File: config.mk
export PLATFORM = sky130hd
export DESIGN_NAME = dma_controller
export DESIGN_NICKNAME = d
export VERILOG_FILES = /design/src/rtl/dma_pkg.sv /design/src/rtl/dma_xfer_counter.sv /design/src/rtl/dma_controller.sv
export SDC_FILE = /design/constraint.sdc
export NUM_CORES = 1
export LEC_CHECK = 0
export CAP_MARGIN = 20
export CORE_UTILIZATION = 54
export CTS_CLUSTER_DIAMETER = 30
export DETAILED_ROUTE_END_ITERATION = 6
export PLACE_DENSITY = 0.87
export SYNTH_ARGS = -nofsm -noshare
export SYNTH_HDL_FRONTEND = slang
export SYNTH_SLANG_ARGS = --single-unit
File: constraint.sdc
create_clock -name clock -period 5.26 [get_ports clock]
set_input_delay 0.789 -clock clock [delete_from_list [all_inputs] [get_ports clock]]
set_output_delay 0.789 -clock clock [all_outputs]
set_load 0.03 [all_outputs]
File: src/rtl/dma_pkg.sv
// Shared definitions for the DMA controller: FSM state encoding, bus direction
// constants and default widths.
package dma_pkg;

  localparam int DMA_ADDR_W = 8;
  localparam int DMA_DATA_W = 8;
  localparam int DMA_CNT_W  = 8;

  localparam logic CTL_READ  = 1'b1;
  localparam logic CTL_WRITE = 1'b0;

  typedef enum logic [2:0] {
    ST_IDLE  = 3'd0,
    ST_REQ   = 3'd1,
    ST_READ  = 3'd2,
    ST_CAPT  = 3'd3,
    ST_WRITE = 3'd4,
    ST_NEXT  = 3'd5,
    ST_REL   = 3'd6
  } dma_state_t;

endpackage

File: src/rtl/dma_xfer_counter.sv
// Source/destination address and remaining-byte registers for one DMA block,
// loaded at start and stepped once per moved byte.
module dma_xfer_counter
  import dma_pkg::*;
#(
  parameter int ADDR_W = DMA_ADDR_W,
  parameter int CNT_W  = DMA_CNT_W
) (
  input  logic              clock,
  input  logic              enable_n,
  input  logic              load,
  input  logic              step,
  input  logic [ADDR_W-1:0] load_src,
  input  logic [ADDR_W-1:0] load_dst,
  input  logic [CNT_W-1:0]  load_count,
  output logic [ADDR_W-1:0] src,
  output logic [ADDR_W-1:0] dst,
  output logic              count_zero
);

  logic [CNT_W-1:0] count_r;

  // Load on start, then advance both addresses (wrapping) and consume one byte per step.
  always_ff @(posedge clock or negedge enable_n) begin
    if (!enable_n) begin
      src     <= '0;
      dst     <= '0;
      count_r <= '0;
    end else if (load) begin
      src     <= load_src;
      dst     <= load_dst;
      count_r <= load_count;
    end else if (step) begin
      src     <= src + ADDR_W'(1);
      dst     <= dst + ADDR_W'(1);
      count_r <= count_r - CNT_W'(1);
    end else begin
      count_r <= count_r;
    end
  end

  assign count_zero = (count_r == '0);

endmodule

File: src/rtl/dma_controller.sv
// Single-channel memory-to-memory DMA controller with HOLD/HLDA bus arbitration.
// Define DMA_BURST_EN to keep the bus for a whole block; default re-requests per byte.
module dma_controller
  import dma_pkg::*;
#(
  parameter int ADDR_W = DMA_ADDR_W,
  parameter int DATA_W = DMA_DATA_W,
  parameter int CNT_W  = DMA_CNT_W
) (
  input  logic              clock,
  input  logic              enable_n,
  input  logic [ADDR_W-1:0] cfg_src,
  input  logic [ADDR_W-1:0] cfg_dst,
  input  logic [CNT_W-1:0]  cfg_count,
  input  logic              start,
  output logic              HOLD,
  input  logic              HLDA,
  output logic [ADDR_W-1:0] address_line,
  output logic              control_line,
  input  logic [DATA_W-1:0] data_in,
  output logic [DATA_W-1:0] data_out,
  output logic              data_oe,
  output logic              bus_oe,
  output logic              busy,
  output logic              done,
  output logic              err
);

  dma_state_t        state_r, state_s;
  logic              regap_r, regap_s;
  logic [DATA_W-1:0] byte_r;
  logic              load_s, step_s, capture_s, abort_s, zero_done_s;
  logic              hold_s, bus_oe_s, data_oe_s, ctl_s, busy_s, done_s, err_s;
  logic [ADDR_W-1:0] addr_s;
  logic [ADDR_W-1:0] src, dst;
  logic              count_zero;

  dma_xfer_counter #(
    .ADDR_W (ADDR_W),
    .CNT_W  (CNT_W)
  ) u_counter (
    .clock      (clock),
    .enable_n   (enable_n),
    .load       (load_s),
    .step       (step_s),
    .load_src   (cfg_src),
    .load_dst   (cfg_dst),
    .load_count (cfg_count),
    .src        (src),
    .dst        (dst),
    .count_zero (count_zero)
  );

  // Next-state decode, then next values of every (registered) bus/status output.
  always_comb begin
    state_s     = state_r;
    regap_s     = 1'b0;
    load_s      = 1'b0;
    step_s      = 1'b0;
    capture_s   = 1'b0;
    abort_s     = 1'b0;
    zero_done_s = 1'b0;
    case (state_r)
      ST_IDLE: begin
        if (start) begin
          if (cfg_count != '0) begin
            load_s  = 1'b1;
            state_s = ST_REQ;
          end else begin
            zero_done_s = 1'b1;
          end
        end else begin
          state_s = ST_IDLE;
        end
      end
      // The first REQ cycle after a per-byte release keeps HOLD low and ignores HLDA.
      ST_REQ: begin
        if (regap_r) begin
          state_s = ST_REQ;
        end else if (HLDA) begin
          state_s = ST_READ;
        end else begin
          state_s = ST_REQ;
        end
      end
      ST_READ, ST_CAPT, ST_WRITE, ST_NEXT: begin
        if (!HLDA) begin
          abort_s = 1'b1;
          state_s = ST_IDLE;
        end else if (state_r == ST_READ) begin
          state_s = ST_CAPT;
        end else if (state_r == ST_CAPT) begin
          capture_s = 1'b1;
          state_s   = ST_WRITE;
        end else if (state_r == ST_WRITE) begin
          step_s  = 1'b1;
          state_s = ST_NEXT;
        end else if (count_zero) begin
          state_s = ST_REL;
        end else begin
`ifdef DMA_BURST_EN
          state_s = ST_READ;
`else
          state_s = ST_REQ;
          regap_s = 1'b1;
`endif
        end
      end
      ST_REL:  state_s = ST_IDLE;
      default: state_s = ST_IDLE;
    endcase

    hold_s    = 1'b0;
    bus_oe_s  = 1'b0;
    data_oe_s = 1'b0;
    ctl_s     = CTL_WRITE;
    busy_s    = 1'b0;
    addr_s    = '0;
    done_s    = zero_done_s;
    case (state_s)
      ST_IDLE: busy_s = 1'b0;
      ST_REQ: begin
        hold_s = ~regap_s;
        busy_s = 1'b1;
      end
      ST_READ, ST_CAPT: begin
        hold_s   = 1'b1;
        bus_oe_s = 1'b1;
        ctl_s    = CTL_READ;
        addr_s   = src;
        busy_s   = 1'b1;
      end
      ST_WRITE: begin
        hold_s    = 1'b1;
        bus_oe_s  = 1'b1;
        data_oe_s = 1'b1;
        addr_s    = dst;
        busy_s    = 1'b1;
      end
      ST_NEXT: begin
        hold_s   = 1'b1;
        bus_oe_s = 1'b1;
        addr_s   = address_line;
        busy_s   = 1'b1;
      end
      ST_REL:  done_s = 1'b1;
      default: busy_s = 1'b0;
    endcase

    if (load_s) begin
      err_s = 1'b0;
    end else if (abort_s) begin
      err_s = 1'b1;
    end else begin
      err_s = err;
    end
  end

  // State, capture byte and all outputs; the async reset clears everything at once.
  always_ff @(posedge clock or negedge enable_n) begin
    if (!enable_n) begin
      state_r      <= ST_IDLE;
      regap_r      <= 1'b0;
      byte_r       <= '0;
      HOLD         <= 1'b0;
      bus_oe       <= 1'b0;
      data_oe      <= 1'b0;
      control_line <= 1'b0;
      address_line <= '0;
      busy         <= 1'b0;
      done         <= 1'b0;
      err          <= 1'b0;
    end else begin
      state_r      <= state_s;
      regap_r      <= regap_s;
      HOLD         <= hold_s;
      bus_oe       <= bus_oe_s;
      data_oe      <= data_oe_s;
      control_line <= ctl_s;
      address_line <= addr_s;
      busy         <= busy_s;
      done         <= done_s;
      err          <= err_s;
      if (capture_s) begin
        byte_r <= data_in;
      end else begin
        byte_r <= byte_r;
      end
    end
  end

  assign data_out = byte_r;

endmodule
==> results of run 1 <==
## power by group through the flow
stage	clock network (uW)	registers [uW]	logic, uW
final	285	736	799
after global routing	303	756	876
after CTS	285	727	796
after detailed placement	0	733	783
after global placement	0	723	762
after floorplan	0	821	424
## sequential cells by signal, indices dropped and copies added, names as in the netlist
| name | count |
|---|---|
| address_line | 8 |
| data_out | 8 |
| u_counter.count_r | 8 |
| u_counter.dst | 8 |
| u_counter.src | 8 |
| state_r | 3 |
| HOLD | 1 |
| bus_oe | 1 |
| busy | 1 |
| control_line | 1 |
| data_oe | 1 |
| done | 1 |
| err | 1 |
| regap_r | 1 |
## final cells by class
type / instances / area [um^2] / share of cell area [%]
Sequential cell: 51 / 1280 / 39.0
Tap cell: 52 / 65.1 / 1.99
Clock buffer: 6 / 82.6 / 2.52
Inverter: 5 / 18.8 / 0.574
Multi-Input combinational cell: 208 / 1190 / 36.4
Timing Repair Buffer: 60 / 603 / 18.4
Clock inverter: 2 / 35.0 / 1.07
## worst reg2reg max path: stages, from the launching register on
cell      delay (ns)
dfrtp_1         0.51
nor4b_4         0.60
a21boi_2        0.84
nor2_1          0.28
o21ai_0         0.25
o211ai_1        0.10
## cell usage in the layout (no fill, tap or decap), types with 2 or more instances in the layout
cell,count
a211oi_1,3
a21oi_1,18
a221o_1,3
a22oi_1,5
a32oi_1,2
and2_1,2
clkbuf_8,6
clkdlybuf4s50_1,57
clkinv_1,2
dfrtp_1,51
ha_1,4
inv_1,3
nand2_1,63
nand2b_1,5
nand3_1,7
nand3b_1,2
nand4_1,3
nor2_1,22
nor2b_1,3
nor3_1,7
nor3b_1,2
nor4_1,3
o21ai_0,16
o221a_2,2
o22ai_1,2
o31ai_1,8
or2_2,2
xnor2_1,3
xor2_1,4
## per-layer routing
metal,vias up,GRT usage (%)
li1,1090,-
met1,1122,36.1
met2,124,46.8
met3,14,5.70
met4,0,8.89
met5,-,0
## worst min-delay path by stage
stage	from	slack, ns	end
after floorplan	u_counter.count_r[5]$_DFFE_PN0P_	0.48	u_counter.count_r[5]$_DFFE_PN0P_
after global placement	data_out[1]$_DFFE_PN0P_	0.46	data_out[1]$_DFFE_PN0P_
after detailed placement	data_out[6]$_DFFE_PN0P_	0.46	data_out[6]$_DFFE_PN0P_
after CTS	data_out[6]$_DFFE_PN0P_	0.48	data_out[6]$_DFFE_PN0P_
after global routing	enable_n	0.41	address_line[2]$_DFFE_PN0P_
final	enable_n	0.39	address_line[0]$_DFFE_PN0P_
## through the flow
stage / utilization (%) / hold slack [ns] / cells
6_report: 73.1 / 0.392 / 384
4_1_cts: 72.5 / 0.483 / 382
3_5_place_dp: 69.9 / 0.461 / 374
2_1_floorplan: - / 0.485 / 276
5_1_grt: 73.1 / 0.412 / 384
3_3_place_gp: 69.9 / 0.458 / 374
## logic make-up after synthesis
family	Yosys count	synth area share [%]
flip-flops	51	49.7
AND/OR/NAND/NOR	128	24.1
buffers and inverters	17	3.90
AO/OA/AOI/OAI	69	17.9
XOR/XNOR	7	2.39
adder cells (fa/ha/maj)	4	1.95
==> flow_summary.json, run 1 <==
{
  "status": "finished, violations left",
  "violations": "design-rule violations",
  "ys_ff_latch": 51,
  "hp-class": "in -> async",
  "cts_tree": "done",
  "core_mm2": 0.00447,
  "drt_pass1_iterations": 6,
  "wl_met2_um": 3200,
  "drtAntennaViolNets": 0,
  "io_pins": 59,
  "crit_cells": 6,
  "nFillCells": 332,
  "power.net_switching_uw": 772,
  "timing.rr.start": "state_r[1]$_DFF_PN0_",
  "grt_max_degree": 52,
  "hold_viol": 0,
  "path_max_fanout": 23,
  "drc": 7,
  "max-slew-margin-rel_pct": 35.9,
  "dieArea_mm2": 0.00503,
  "path_class": "in -> reg",
  "cp_slowest_cell": "a21boi_2",
  "synth_edf_count": 0,
  "finalSetupViolations": 0,
  "dpl-instance-area_mm2": 0.00313,
  "wl_per_cell_um": 16.5,
  "postSynthCellCount": 276,
  "syn-num-nets": 316,
  "crit_start": "start",
  "yosys_warnings": 0,
  "tns_ns": 0,
  "maxSlewViolCount": 0,
  "cp.arrival_ns": 3.23,
  "final_nets": 371,
  "end_kind": "flop",
  "period_share_pct": 57.7,
  "hpwlAfterDp_um": 4280,
  "synth-async-reset-ratio_pct": 100,
  "ctsResizeCount": 0,
  "stdcell_area_mm2": 0.00327,
  "synth.distinct_cells": 49,
  "power_frac_seq_pct": 40.4,
  "top_layer_used": "met4",
  "p_leak_uw": 0.00141,
  "synth_top_area_share_pct": 49.7,
  "io_buffers": 58,
  "clock_latency_ns": 0.31,
  "synthFlopType": "dfrtp_1",
  "p_int_uw": 1050,
  "power.total_uw": 1820,
  "tightest_slew_ns": 0.956,
  "timing.final.ws_setup_ns": 2.22,
  "crit_path_end": "u_counter.count_r[6]$_DFFE_PN0P_",
  "htreeDepth": 2,
  "reg2reg_depth": 5,
  "rows": 24,
  "period_minus_slack_ns": 3.04,
  "worst-path-buf-inv": 1,
  "cts-root-buf": "clkbuf_8",
  "worst_ep_required_time_ns": 5.45,
  "crit_chain": "clkdlybuf4s50_1, nor4b_4, a21boi_2, nor2_1, o21ai_0, o211ai_1",
  "p_per_area_mw_per_mm2": 556,
  "rr_endpoint": "u_counter.count_r[6]$_DFFE_PN0P_",
  "routed-via-count": 2350,
  "grt_pass1_wl_um": 10800,
  "met3_length_um": 463,
  "netlist_area_mm2": 0.00257,
  "place_ws_ns": 1.95,
  "diodes": 0,
  "cts_inserted_buffers": 5,
  "grt_overflow": 0,
  "synth_most_common_cell": "nand2_1",
  "reg2reg_slack_ns": 2.57,
  "swShare_pct": 42.4,
  "synth_area_leader_cell": "dfrtp_1",
  "drive_gt1_share_pct": 6.63,
  "skew_ns": 0.00684,
  "m1WireLength_um": 2560,
  "die_height_um": 71.0,
  "initial_utilization_pct": 57.4,
  "drt-initial-drc-count": 234,
  "fp.dieW_um": 71.0,
  "max-cap-violations": 0,
  "syn_avg_cell_area_um2": 9.30,
  "wirelength_um": 6340,
  "numClockSinks": 51,
  "clkTransAtPathRegs_ns": 0.09,
  "cts_setup_buffers": 0,
  "worstSetupStartpointType": "input port",
  "grtUsageTotal_pct": 27.7,
  "area_growth_pct": 27.4,
  "cts_buffer_depth": 2,
  "fmax_mhz": 329,
  "rsz0062_at_grt": "no",
  "cpPeakStageDelay_ns": 0.84,
  "synthTopCellsByCount": "63 x nand2_1, 51 x dfrtp_1, 22 x nor2_1, 18 x a21oi_1, 16 x o21ai_0",
  "p_comb_share_pct": 43.9,
  "critPathTopFamily": "compound AO/OA/AOI/OAI gates",
  "peakVddDrop_v": 0.000274,
  "clock_power_share_pct": 15.7,
  "cts_hold_buf": 0,
  "antenna_found_initial": 0,
  "ys_top_cells_by_area": "dfrtp_1 50%, nand2_1 9.2%, a21oi_1 3.5%, nor2_1 3.2%, o21ai_0 3.1%",
  "place_congestion": 0.894,
  "vias_per_cell": 6.12,
  "grt_pass1_vias": 2331,
  "ys_seq_area_share_pct": 49.7
}
Power figures use the tool's default switching activity.
==> run 2: changes to the inputs <==
--- a/config.mk
+++ b/config.mk
@@ -6,10 +6,10 @@
 export NUM_CORES = 1
 export LEC_CHECK = 0
 export CAP_MARGIN = 20
-export CORE_UTILIZATION = 54
+export CORE_UTILIZATION = 45
 export CTS_CLUSTER_DIAMETER = 30
 export DETAILED_ROUTE_END_ITERATION = 6
-export PLACE_DENSITY = 0.87
+export PLACE_DENSITY = 0.78
 export SYNTH_ARGS = -nofsm -noshare
 export SYNTH_HDL_FRONTEND = slang
 export SYNTH_SLANG_ARGS = --single-unit
==> constraint.sdc (replaced) <==
create_clock -name clock -period 2.6 [get_ports clock]
set_input_delay 0.39 -clock clock [delete_from_list [all_inputs] [get_ports clock]]
set_output_delay 0.39 -clock clock [all_outputs]
set_load 0.03 [all_outputs]
==> flow_summary.json, run 2 (same netlist as run 1, synthesis figures left out) <==
{
  "drt_pass1_iterations": 4,
  "worst_ep_required_time_ns": 2.75,
  "hpwlAfterDp_um": 4230,
  "ctsResizeCount": 0,
  "core_mm2": 0.00551,
  "rsz0062_at_grt": "no",
  "grt_max_degree": 52,
  "maxSlewViolCount": 0,
  "drt-initial-drc-count": 145,
  "fmax_mhz": 447,
  "drtAntennaViolNets": 0,
  "htreeDepth": 2,
  "p_comb_share_pct": 46.3,
  "diodes": 0,
  "path_class": "reg -> reg",
  "cp_common_cell": "a211oi_1",
  "max-cap-violations": 0,
  "crit_chain": "inv_1, ha_1, nor3b_1, and2_1, o22ai_1, a211oi_1, a211oi_1",
  "nFillCells": 457,
  "wl_per_cell_um": 14.0,
  "clock_power_share_pct": 12.2,
  "worstSetupStartpointType": "flop",
  "period_minus_slack_ns": 2.24,
  "timing.rr.start": "u_counter.count_r[0]$_DFFE_PN0P_",
  "clock_latency_ns": 0.30,
  "dieArea_mm2": 0.00601,
  "max-slew-margin-rel_pct": 42.4,
  "place_congestion": 0.852,
  "layout_commonest_cell": "nand2_1",
  "reg2reg_depth": 7,
  "power_frac_seq_pct": 41.4,
  "cp_slowest_cell": "nor3b_1",
  "clkTransAtPathRegs_ns": 0.08,
  "tightest_slew_ns": 0.864,
  "status": "complete, no violations",
  "antenna_found_initial": 0,
  "drive_gt1_share_pct": 9.04,
  "vias_per_cell": 5.37,
  "reg2reg_slack_ns": 0.36,
  "wirelength_um": 5800,
  "rows": 27,
  "cts_setup_buffers": 0,
  "hp-class": "in -> async",
  "cp.arrival_ns": 2.39,
  "power.net_switching_uw": 1500,
  "p_per_area_mw_per_mm2": 1060,
  "routed-via-count": 2230,
  "cts_hold_buf": 0,
  "whs_ns": 0.183,
  "grt_pass1_wl_um": 9780,
  "final_nets": 382,
  "tns_ns": 0,
  "skew_ns": 0.00539,
  "mostFrequentLayoutCells": "63 x nand2_1, 57 x clkdlybuf4s50_1, 51 x dfrtp_1",
  "grt_pass1_vias": 2037,
  "peakVddDrop_v": 0.000487,
  "io_buffers": 58,
  "rr_endpoint": "HOLD$_DFF_PN0_",
  "io_pins": 59,
  "swShare_pct": 42.3,
  "period_share_pct": 86.1,
  "numClockSinks": 51,
  "drc": 0,
  "cts_tree": "done",
  "die_height_um": 77.5,
  "fp.dieW_um": 77.5,
  "path_max_fanout": 10,
  "grt_overflow": 0,
  "initial_utilization_pct": 46.6,
  "end_kind": "flop",
  "finalSetupViolations": 0,
  "cpPeakStageDelay_ns": 0.42,
  "area_growth_pct": 29.7,
  "cts_inserted_buffers": 5,
  "hold_viol": 0,
  "grtUsageTotal_pct": 20.6,
  "p_leak_uw": 0.00144,
  "cts_buffer_depth": 2,
  "p_int_uw": 2040,
  "cts-root-buf": "clkbuf_8"
}
==> run 2: how the worst max path moves through the flow <==
stage	startpoint	endpoint
6_report	u_counter.count_r[0]$_DFFE_PN0P_	HOLD$_DFF_PN0_
5_1_grt	u_counter.count_r[0]$_DFFE_PN0P_	address_line[5]$_DFFE_PN0P_
4_1_cts	u_counter.count_r[0]$_DFFE_PN0P_	HOLD$_DFF_PN0_
3_5_place_dp	cfg_count[0]	HOLD$_DFF_PN0_
3_3_place_gp	cfg_count[0]	HOLD$_DFF_PN0_
2_1_floorplan	state_r[1]$_DFF_PN0_	u_counter.count_r[7]$_DFFE_PN0P_
==> run 2: power groups by stage <==
stage	Sequential [uW]	Combinational (uW)	Clock (uW)
floorplan	1660	857	0
detailed placement	1480	1650	0
finish	1470	1640	433
global route	1520	1800	486
global placement	1460	1620	0
CTS	1460	1660	454
==> run 2: critical path: cells and delay by family (launching register included) <==
family / cells / cell delay (ns)
AOI/OAI and AO/OA: 3 / 0.77
and+or+nand+nor: 2 / 0.65
DFF: 1 / 0.40
adders and majority gates: 1 / 0.16
buffers and inverters: 1 / 0.11
==> run 2: cell type report <==
class	instances	area, um^2	area share, %
inverters	5	18.8	0.563
multi-input cells	208	1190	35.8
repair buffers	71	673	20.2
flip-flops and latches	51	1280	38.3
clock buffers	7	76.3	2.29
clock inverters	1	5.00	0.150
well taps	72	90.1	2.70
==> run 2: per-layer routing <==
| metal | GRT usage [%] | up-vias | part of all wire [%] |
|---|---|---|---|
| li1 | - | 1109 | - |
| met1 | 28.8 | 1034 | 46 |
| met2 | 31.8 | 77 | 46 |
| met3 | 4.12 | 10 | 6.1 |
| met4 | 7.36 | 0 | 1.8 |
| met5 | 0 | - | 0 |
==> run 2: per-stage QoR <==
step	util (%)	total power [uW]	area, um^2	instances	setup WS, ns
2_1_floorplan	-	2520	2570	276	0.751
3_3_place_gp	59.0	3070	3250	407	0.308
3_5_place_dp	59.0	3120	3250	407	0.298
4_1_cts	60.5	3570	3330	415	0.418
5_1_grt	60.5	3810	3330	415	0.177
6_report	60.5	3540	3330	415	0.361
==> run 3: changes to the inputs <==
--- a/config.mk
+++ b/config.mk
@@ -5,11 +5,12 @@
 export SDC_FILE = /design/constraint.sdc
 export NUM_CORES = 1
 export LEC_CHECK = 0
-export CAP_MARGIN = 20
+export ABC_AREA = 0
+export CAP_MARGIN = 15
 export CORE_UTILIZATION = 45
 export CTS_CLUSTER_DIAMETER = 30
 export DETAILED_ROUTE_END_ITERATION = 6
-export PLACE_DENSITY = 0.78
+export PLACE_DENSITY = 0.76
 export SYNTH_ARGS = -nofsm -noshare
 export SYNTH_HDL_FRONTEND = slang
 export SYNTH_SLANG_ARGS = --single-unit
==> flow_summary.json, run 3 (same netlist as run 1, synthesis figures left out) <==
{
  "grt_pass1_wl_um": 10100,
  "clock_power_share_pct": 14.0,
  "crit_start": "u_counter.count_r[0]$_DFFE_PN0P_",
  "worstSetupStartpointType": "flop",
  "drtAntennaViolNets": 0,
  "drt-initial-drc-count": 203,
  "tns_ns": 0,
  "cp.arrival_ns": 2.35,
  "core_mm2": 0.00551,
  "io_pins": 59,
  "place_congestion": 0.899,
  "area_growth_pct": 30.9,
  "routed-via-count": 2251,
  "die_height_um": 77.5,
  "numClockSinks": 51,
  "hold_viol": 0,
  "worst_ep_required_time_ns": 2.82,
  "nFillCells": 473,
  "rsz0062_at_grt": "no",
  "tightest_slew_ns": 0.784,
  "rows": 27,
  "p_comb_share_pct": 45.5,
  "drt_pass1_iterations": 4,
  "whs_ns": 0.187,
  "end_kind": "flop",
  "critPathTopFamily": "compound AO/OA/AOI/OAI gates",
  "io_buffers": 58,
  "finalSetupViolations": 0,
  "p_int_uw": 2100,
  "cts_buffer_depth": 2,
  "max-cap-violations": 0,
  "grt_pass1_vias": 2135,
  "path_class": "reg -> reg",
  "final_nets": 383,
  "vias_per_cell": 5.41,
  "wl_per_cell_um": 14.5,
  "cts_tree": "done",
  "p_per_area_mw_per_mm2": 1080,
  "period_share_pct": 82.1,
  "peakVddDrop_v": 0.000459,
  "max-slew-margin-rel_pct": 47.8,
  "place_ws_ns": 0.308,
  "cts_inserted_buffers": 5,
  "cp_slowest_cell": "o22ai_1",
  "swShare_pct": 42.0,
  "diodes": 0,
  "power_frac_seq_pct": 40.6,
  "grtUsageTotal_pct": 21.4,
  "clkTransAtPathRegs_ns": 0.09,
  "dieArea_mm2": 0.00601,
  "drive_gt1_share_pct": 9.88,
  "cts_setup_buffers": 0,
  "crit_chain": "inv_1, ha_1, nor3b_1, and2_1, o22ai_1, a211oi_1, a211oi_1",
  "htreeDepth": 2,
  "mostFrequentLayoutCells": "63 x nand2_1, 57 x clkdlybuf4s50_1, 51 x dfrtp_1",
  "antenna_found_initial": 0,
  "initial_utilization_pct": 46.6,
  "cpPeakStageDelay_ns": 0.62,
  "worst-path-buf-inv": 1,
  "cts_hold_buf": 0,
  "grt_max_degree": 52,
  "reg2reg_slack_ns": 0.46,
  "maxSlewViolCount": 0,
  "grt_overflow": 0,
  "ctsResizeCount": 0,
  "hpwlAfterDp_um": 4440,
  "timing.rr.start": "u_counter.count_r[0]$_DFFE_PN0P_",
  "cp_common_cell": "a211oi_1",
  "clock_latency_ns": 0.31,
  "wirelength_um": 6040,
  "hp-class": "in -> async",
  "fmax_mhz": 468,
  "drc": 0,
  "p_leak_uw": 0.00145,
  "cts-root-buf": "clkbuf_8",
  "path_max_fanout": 10,
  "period_minus_slack_ns": 2.14,
  "power.net_switching_uw": 1520,
  "status": "complete, no violations",
  "layout_commonest_cell": "nand2_1",
  "timing.final.ws_setup_ns": 0.465,
  "skew_ns": 0.00633,
  "fp.dieW_um": 77.5
}
run 3: cell types whose count changed in the layout (fill, tap and decap cells not counted):
cell	before	now
clkbuf_1	2	0
clkbuf_8	5	7
clkinvlp_4	0	1
buf_4	13	14
clkinv_2	1	0
run 3: final cells by class:
cell class / instances / area [um^2] / share of cell area [%]
inverter: 5 / 18.8 / 0.558
clock inverter: 1 / 7.51 / 0.223
tap: 72 / 90.1 / 2.68
timing repair buffer: 72 / 681 / 20.3
sequential: 51 / 1280 / 38.0
clock buffer: 7 / 96.3 / 2.87
multi-input combinational: 208 / 1190 / 35.4
run 3: path summary, 6_finish.rpt:
path | endpoint | cells after the start
min in group clock | data_out[5]$_DFFE_PN0P_ | 2
max in group asynchronous | u_counter.dst[3]$_DFFE_PN0P_ | 2
max reg2reg | HOLD$_DFF_PN0_ | 7
min reg2reg | data_out[5]$_DFFE_PN0P_ | 2
min | address_line[3]$_DFFE_PN0P_ | 2
max | HOLD$_DFF_PN0_ | 7
run 3: metrics by stage:
stage | std cells | cell area [um^2] | utilization (%) | total power, uW
CTS | 416 | 3360 | 61.0 | 3640
finish | 416 | 3360 | 61.0 | 3620
floorplan | 276 | 2570 | - | 2520
detailed placement | 408 | 3260 | 59.1 | 3130
global placement | 408 | 3260 | 59.1 | 3070
global route | 416 | 3360 | 61.0 | 3870
run 3: power groups by stage:
stage | sequential, uW | clock, uW | combinational [uW]
after global routing | 1530 | 553 | 1790
after floorplan | 1660 | 0 | 857
after CTS | 1460 | 518 | 1650
after global placement | 1470 | 0 | 1610
after detailed placement | 1480 | 0 | 1650
final | 1470 | 506 | 1650
run 3: layer usage:
metal,GRT usage (%),routed length (um),up-vias
li1,-,-,1100
met1,29.0,2810,1070
met3,3.65,350,6
met4,6.04,67,0
met5,0,0,-
met2,35.3,2820,75
